--- config.mk ---
export PLATFORM = sky130hd
export DESIGN_NAME = demux2_buf_n
export DESIGN_NICKNAME = d
export VERILOG_FILES = /design/src/rtl/demux2_buf_n.sv
export SDC_FILE = /design/constraint.sdc
export NUM_CORES = 1
export LEC_CHECK = 0
export ABC_AREA = 1
export BUFFER_PORTS_ARGS = -buffer_cell sky130_fd_sc_hd__buf_2
export CAP_MARGIN = 30
export CORE_MARGIN = 2
export CORE_UTILIZATION = 25
export CTS_CLUSTER_SIZE = 16
export DETAILED_ROUTE_END_ITERATION = 6
export SKIP_LAST_GASP = 1
export SYNTH_ARGS = -nofsm -noshare
export SYNTH_HDL_FRONTEND = slang
export SYNTH_SLANG_ARGS = --single-unit
--- constraint.sdc ---
create_clock -name clock -period 2.2 [get_ports clock]
set_input_delay 0.22 -clock clock [delete_from_list [all_inputs] [get_ports clock]]
set_output_delay 0.22 -clock clock [all_outputs]
set_load 0.01 [all_outputs]
--- src/rtl/demux2_buf_n.sv ---
// demux2_buf_n
// Two-way demultiplexer with a one-word holding register per output channel.
// A word offered on D/D_VALID is steered by SEL into channel 0 or channel 1.
// Each channel holds at most one word until its consumer takes it.
// Each channel also counts the words it has accepted.
//
// Ports
//   clock       rising-edge clock for all state
//   reset       asynchronous, active-high reset
//   D           input data word (BITS wide)
//   D_VALID     D holds a word to deliver
//   D_READY     block accepts D this cycle (combinational)
//   SEL         destination channel for D (0 or 1)
//   OUT0/OUT1   held word per channel (BITS wide)
//   OUT0_VALID  channel 0 holds an undelivered word
//   OUT1_VALID  channel 1 holds an undelivered word
//   OUT0_READY  channel 0 consumer takes OUT0 this cycle
//   OUT1_READY  channel 1 consumer takes OUT1 this cycle
//   CNT0/CNT1   words accepted per channel, modulo 256
module demux2_buf_n #(
  parameter int BITS = 4
) (
  input  logic            clock,
  input  logic            reset,
  input  logic [BITS-1:0] D,
  input  logic            D_VALID,
  output logic            D_READY,
  input  logic            SEL,
  output logic [BITS-1:0] OUT0,
  output logic            OUT0_VALID,
  input  logic            OUT0_READY,
  output logic [BITS-1:0] OUT1,
  output logic            OUT1_VALID,
  input  logic            OUT1_READY,
  output logic [7:0]      CNT0,
  output logic [7:0]      CNT1
);

  typedef enum logic {
    EMPTY = 1'b0,
    FULL  = 1'b1
  } state_t;

  state_t          state_reg [2];
  logic [BITS-1:0] data_reg  [2];
  logic [7:0]      cnt_reg   [2];

  logic [1:0] ready_out;
  logic [1:0] drain;
  logic [1:0] room;
  logic [1:0] accept;

  assign ready_out = {OUT1_READY, OUT0_READY};

  // Steering. An unknown SEL falls into the default branch.
  // That branch keeps D_READY low and accepts nothing.
  always_comb begin
    D_READY = 1'b0;
    accept  = 2'b00;
    case (SEL)
      1'b0: begin
        D_READY   = room[0];
        accept[0] = D_VALID & room[0];
      end
      1'b1: begin
        D_READY   = room[1];
        accept[1] = D_VALID & room[1];
      end
      default: begin
        D_READY = 1'b0;
        accept  = 2'b00;
      end
    endcase
  end

  genvar gi;
  generate
    for (gi = 0; gi < 2; gi++) begin : g_chan
      // A full channel whose consumer is ready frees its slot this same cycle.
      // That lets a new word enter back-to-back.
      assign drain[gi] = (state_reg[gi] == FULL) & ready_out[gi];
      assign room[gi]  = (state_reg[gi] == EMPTY) | drain[gi];

      always_ff @(posedge clock or posedge reset) begin
        if (reset) begin
          state_reg[gi] <= EMPTY;
          data_reg[gi]  <= '0;
          cnt_reg[gi]   <= 8'd0;
        end else begin
          case (state_reg[gi])
            EMPTY: begin
              if (accept[gi]) begin
                state_reg[gi] <= FULL;
                data_reg[gi]  <= D;
                cnt_reg[gi]   <= cnt_reg[gi] + 8'd1;
              end
            end
            FULL: begin
              if (accept[gi]) begin
                // Accept only happens here together with a drain.
                // The held word is replaced and the channel stays full.
                data_reg[gi] <= D;
                cnt_reg[gi]  <= cnt_reg[gi] + 8'd1;
              end else if (drain[gi]) begin
                // The data is left in place; only the valid flag drops.
                state_reg[gi] <= EMPTY;
              end
            end
            default: state_reg[gi] <= EMPTY;
          endcase
        end
      end
    end
  endgenerate

  assign OUT0       = data_reg[0];
  assign OUT1       = data_reg[1];
  assign OUT0_VALID = (state_reg[0] == FULL);
  assign OUT1_VALID = (state_reg[1] == FULL);
  assign CNT0       = cnt_reg[0];
  assign CNT1       = cnt_reg[1];

endmodule

==> Word-level counts from Yosys, hierarchy flattened <==
Index checks and enable logic that the tools add are counted.
{ "word_totals": {"output_inout_bits": 27, "register_bits": 26, "in_bits": 10, "wordCells": 32, "memories": 0, "latchBits": 0, "mem_bits_rw": 0, "rom_bits": 0} }
{ "op_classes": {"addsub": 2, "bitwise": 9, "reduce_logical": 0, "n_mul": 0, "n_shift": 0, "magnitude_cmp": 0, "n_mux": 15, "div": 0, "eq_ne": 0} }
{ "ops": {"columns": ["operator", "count"], "rows": [
  ["adder 8 x 1 -> 8 bit, second input constant", 2],
  ["2-to-1 mux 8 bit", 2],
  ["2-to-1 mux 1 bit", 8],
  ["2-to-1 mux 4 bit", 2],
  ["one-hot mux 1 bit (2 select lines)", 3],
  ["AND 1 bit", 4],
  ["NOT 1 bit", 3],
  ["OR 1 bit", 2]
]} }

==> Depth between registers and ports, before layout <==
{ "depth": {"ltp_word": 6, "depth_mapped": 7} }

==> Worst setup path after synthesis <==
No wires, ideal clock.
{ "synth_path": {"path_type": "register to register", "start": "register cnt_reg, in the netlist CNT0[1]", "end": "register cnt_reg, in the netlist CNT0[4]", "setup_slack_ns": 1.065, "synth_period_minus_slack_ns": 1.135, "arrival_time_ns": 1.012, "stages_incl_launch_ff": 7, "path_cell_list": "dfrtp_1 ha_1 nand3_1 nand2_1 inv_1 o21ai_0 nand2_1"} }
{ "synth_between": {"elab_chain_len": 2} }
{ "synth_lines": {"columns": ["item", "line_no", "text"], "rows": [
  ["from (decl)", "46", "logic [7:0] cnt_reg [2];"],
  ["from (signal, indexed assignment)", "95", "cnt_reg[gi] <= cnt_reg[gi] + 8'd1;"],
  ["from (signal, indexed assignment)", "103", "cnt_reg[gi] <= cnt_reg[gi] + 8'd1;"],
  ["adder 8 x 1 -> 8 bit", "95, 103", null],
  ["2-to-1 mux 8 bit", "92, 99", null]
]} }
No other way between the ends. The select of a mux whose other input is x is not followed.
A chain may end at the register's enable or synchronous reset.

==> Worst setup path in the final report <==
{ "layout_path": {"start": "register state_reg, in the netlist OUT0_VALID", "end": "output port D_READY"} }
{ "layout_between": {"elab_chain_len": 3, "word_cells_on_any_way": 4, "cone_classes": "mux: 1; bitwise: 3"} }
{ "layout_lines": {"columns": ["item", "line_no", "text"], "rows": [
  ["from (decl)", "44", "state_t state_reg [2];"],
  ["from (signal, indexed assignment)", "86", "state_reg[gi] <= EMPTY;"],
  ["from (signal, indexed assignment)", "93", "state_reg[gi] <= FULL;"],
  ["from (signal, indexed assignment)", "106", "state_reg[gi] <= EMPTY;"],
  ["AND 1 bit or NOT 1 bit (tied branches)", null, null],
  ["OR 1 bit (*)", "82", "assign room[gi] = (state_reg[gi] == EMPTY) | drain[gi];"],
  ["one-hot mux 1 bit (2 select lines) (*)", "60", "case (SEL)"],
  ["to (decl)", "27", "output logic D_READY,"]
]} }
Mark *: on every way between the ends. The rest lies on a longest branch, timed or not.

==> flow_results.org <==
** Power
- Per report_power, the combinational group accounts for 30.3% of the total.
- Worst VDD drop :: 383.1 µV
- Power spread over the standard cell area amounts to 932.6 nW/µm².
- Summed over all nets, the switching power comes to 0.0005397 W.
- Internal power comes to 0.0009504 W.
- In this run the static leakage power is 0.8798 nW.
- The share of total power dissipated in sequential elements is 48.4%.
- Net switching is 36.22% of the power.
- Per report_power, the clock group accounts for 21.3% of the total.

** Floorplan
- 37 I/O pins were placed.
- Cell row count :: 26
- For this configuration, the core starts out at a cell density of 25.56%.
- Die Height :: 75.80 µm
- The floorplan step defined a core boundary enclosing 5042 µm².
- The die covers 5745 µm².
- From left edge to right edge, the die measures 75.80 µm.

** Clock network
- Clock latency on the worst-skew pair, taken at its later pin, is 0.27 ns.
- Number of clock buffers inserted by TritonCTS :: 3
- Clock-pin slew was measured on the worst setup and hold paths at 0.09 ns.
- CTS placed an instance of clkbuf_8 at the clock tree root.
- Max H-tree Level :: 1
- In this run the post-CTS setup repair buffer count came out at 0.
- Longest Clk Path Bufs :: 2
- Total clock sinks :: 26
- TritonCTS built the clock tree.

** Detailed routing
- After detailed routing, the number of remaining DRC violations is 0.
- Post-Route WL :: 2637 µm
- After the first detailed-routing iteration, the DRC count stood at 23.
- Dividing the detail-routed wire length by the instance count gives 10.03 µm.
- Number of nets still failing antenna checks after routing :: 0
- Ratio of routed vias to standard cells :: 4.015
- Number of optimization iterations in the first detailed-route pass :: 4
- Summing over every cut layer, the via total after detailed routing is 1,056.

** Synth
- The share of synthesized area in the top cell type comes to 50.49%.
- Avg Inst Size Synth :: 8.423 µm²
- Count of distinct cell types in the synthesized netlist :: 17
- Sequential-to-total area share from yosys stat :: 50.49%
- The synthesized design spends more area on one cell type than any other, namely dfrtp_1.
- Cell types occupying the most area after synthesis :: dfrtp_1 50%, nand2_1 17%, o21ai_2 5.4%
- Cell count after synthesis :: 153
- The mapped netlist covers 1289 µm².
- Counting every net in the synthesized netlist gives 165.
- Yosys Warn Count :: 0
- Number of synthesized register bits :: 26

** Final layout
- After the last flow step, the layout net total stands at 206.
- Area growth from synthesis to layout :: 23.98%
- Antenna fix cells :: 0
- Fraction of layout cells with a size suffix above 1 :: 28.50%

** Timing
- Upper clock frequency limit :: 790.2 MHz
- RSZ-0062 raised after global routing :: false
- Number of hold violations in the final report :: 0
- Across all setup checks in the final design, the least slack found is 0.9345 ns.
- Min Clock Period, post-route :: 1.265 ns
- Skew final :: 0.002101 ns
- Sum of negative setup slack :: 0 ns
- The number of pins exceeding their max-slew limit in the final report came to 0.
- Final cycle utilization of the critical path :: 57.52%
- At the pin with the least slew margin, the transition time is 0.3571 ns.
- Measured against its own limit, the worst slew margin works out to 76.19%.
- Final setup violation count :: 0

** Setup path
- For this design, the slowest cell found on the critical path is dfrtp_1.
- In this design, the critical path's most frequently occurring cell is nand2_1.
- The signal on the critical path passes through nand2_1 -> nand2_1 -> nand2_1 -> buf_2.
- Setup slack of the most critical reg-to-reg path :: 0.99 ns
- Kind of end point of the critical path :: output pin
- For the worst setup path, the data arrival time is 1.05 ns.
- Crit-path max FO :: 3
- The worst register-to-register path ends at CNT1[6]$_DFFE_PP0P_.
- Type of the worst setup path :: reg2out
- Grouping stages by cell kind, the critical path spends the most delay in flip-flops.
- The worst setup path is launched from a register.
- The startpoint identified for the worst register-to-register timing path is OUT1_VALID$_DFF_PP0_.
- On the worst path, the slowest cell contributes a delay of 0.38 ns.
- R2R depth :: 6
- Critical path data required time :: 1.98 ns
- Crit path buf inv count :: 1

** Run status
- Result of the run :: finished clean

** Hold path
- Kind of path behind the tightest hold check :: in2reg
- Hold depth :: 3
- Hold Path Sink :: OUT1[2]$_DFFE_PP0P_
- Beginning of the worst hold path :: D[2]

** Placement
- The count of buffers added on input and output ports is 36.
- Worst slack, placed :: 0.9783 ns
- Final estimated routing congestion in global placement :: 0.7105
- HPWL after DPL :: 1922 µm

** Flow run
- Reported max-cap violation count :: 0

** Global route
- The first global-routing pass estimated 4471 µm of wire.
- Combined global-route utilization of all metal layers :: 10.22%
- The number of global-route vias before repair is 978.
- Entering global routing, the biggest net connects 27 pins.
- Global routing finished with a remaining overflow of 0.
- Number of antenna violations at the first check in global routing :: 0
stage by stage:
| stage | total power, W | instances | util [%] | hold WS (ns) | instance area (µm²) |
|---|---|---|---|---|---|
| after floorplan | 0.001009 | 153 | - | 0.2600 | 1289 |
| after global placement | 0.001180 | 258 | 30.40 | 0.3068 | 1533 |
| after detailed placement | 0.001192 | 258 | 30.40 | 0.3076 | 1533 |
| after CTS | 0.001523 | 263 | 31.69 | 0.2153 | 1598 |
| after global routing | 0.001626 | 263 | 31.69 | 0.2174 | 1598 |
| final | 0.001490 | 263 | 31.69 | 0.2240 | 1598 |
cells by family after synthesis:
kind of cell / synth area share [%]
and+or+nand+nor: 28.64
DFF: 50.49
buffers and inverters: 7.670
AOI/OAI and AO/OA: 8.543
xor gates and xnor gates: 2.719
adders and majority gates: 1.941
registers in the layout (all words and copies together), names as in the netlist:
| signal | flops |
|---|---|
| CNT0 | 8 |
| CNT1 | 8 |
| OUT0 | 4 |
| OUT0_VALID | 1 |
| OUT1 | 4 |
| OUT1_VALID | 1 |
cells in the mapped netlist (all sizes together):
library cell / count
o21ai: 16
xor2: 2
nand2: 61
buf: 2
nand3b: 4
nor2: 14
nand3: 6
xnor2: 2
dfrtp: 26
ha: 2
inv: 18
layout make-up:
type                       count  area (µm²)
sequential                    26       650.6
tap                           70       87.58
clock buffer                   4       55.05
fill                         543        3445
timing repair buffer          38       197.7
multi-input combinational    107       539.3
inverter                      18       67.56
how the worst max path moves through the flow:
| stage | start | end | slack, ns | depth (start not counted) |
|---|---|---|---|---|
| CTS | OUT0_VALID$_DFF_PP0_ | D_READY | 0.91 | 4 |
| floorplan | CNT0[1]$_DFFE_PP0P_ | CNT0[4]$_DFFE_PP0P_ | 1.06 | 6 |
| global route | OUT1_VALID$_DFF_PP0_ | D_READY | 0.82 | 4 |
| global placement | OUT1_VALID$_DFF_PP0_ | CNT1[6]$_DFFE_PP0P_ | 0.99 | 6 |
| finish | OUT0_VALID$_DFF_PP0_ | D_READY | 0.93 | 4 |
| detailed placement | OUT1_VALID$_DFF_PP0_ | CNT1[6]$_DFFE_PP0P_ | 0.98 | 6 |
tightest hold or removal path, delay by kind of cell:
| kind | cells | cell delay [ns] |
|---|---|---|
| AO/OA/AOI/OAI | 1 | 0.12 |
| buffers and inverters | 2 | 0.12 |
power groups by stage:
stage               logic [W]  clock network (W)  registers (W)
CTS                  0.000462           0.000337       0.000724
global placement     0.000450                  0       0.000730
finish               0.000452           0.000317       0.000721
floorplan            0.000244                  0       0.000766
global route         0.000521           0.000356       0.000749
detailed placement   0.000460                  0       0.000732
placed cells by master, fill, tap and decap left out, drive strengths merged:
cell type / count
nand2: 61
buf: 37
dfrtp: 26
inv: 18
o21ai: 16
nor2: 14
nand3: 6
nand3b: 4
clkbuf: 4
xor2: 2
xnor2: 2
ha: 2
dlygate4sd3: 1
layer usage:
metal / routed length, µm / up-vias / share of wire [%] / GRT usage (%)
met2: 1216 / 27 / 46 / 16.76
li1: - / 554 / - / -
met3: 157 / 2 / 6.0 / 3.571
met1: 1251 / 473 / 47 / 13.19
met4: 11 / 0 / 0.42 / 1.754
met5: 0 / - / 0 / 0
what timing repair did:
| action | CTS | global route |
|---|---|---|
| gates resized for setup | 0 | 0 |
| hold buffers | 1 | 0 |
| endpoints found under the hold margin | 3 | 0 |
| setup endpoints to repair | 0 | 0 |
Power figures use the tool's default switching activity.
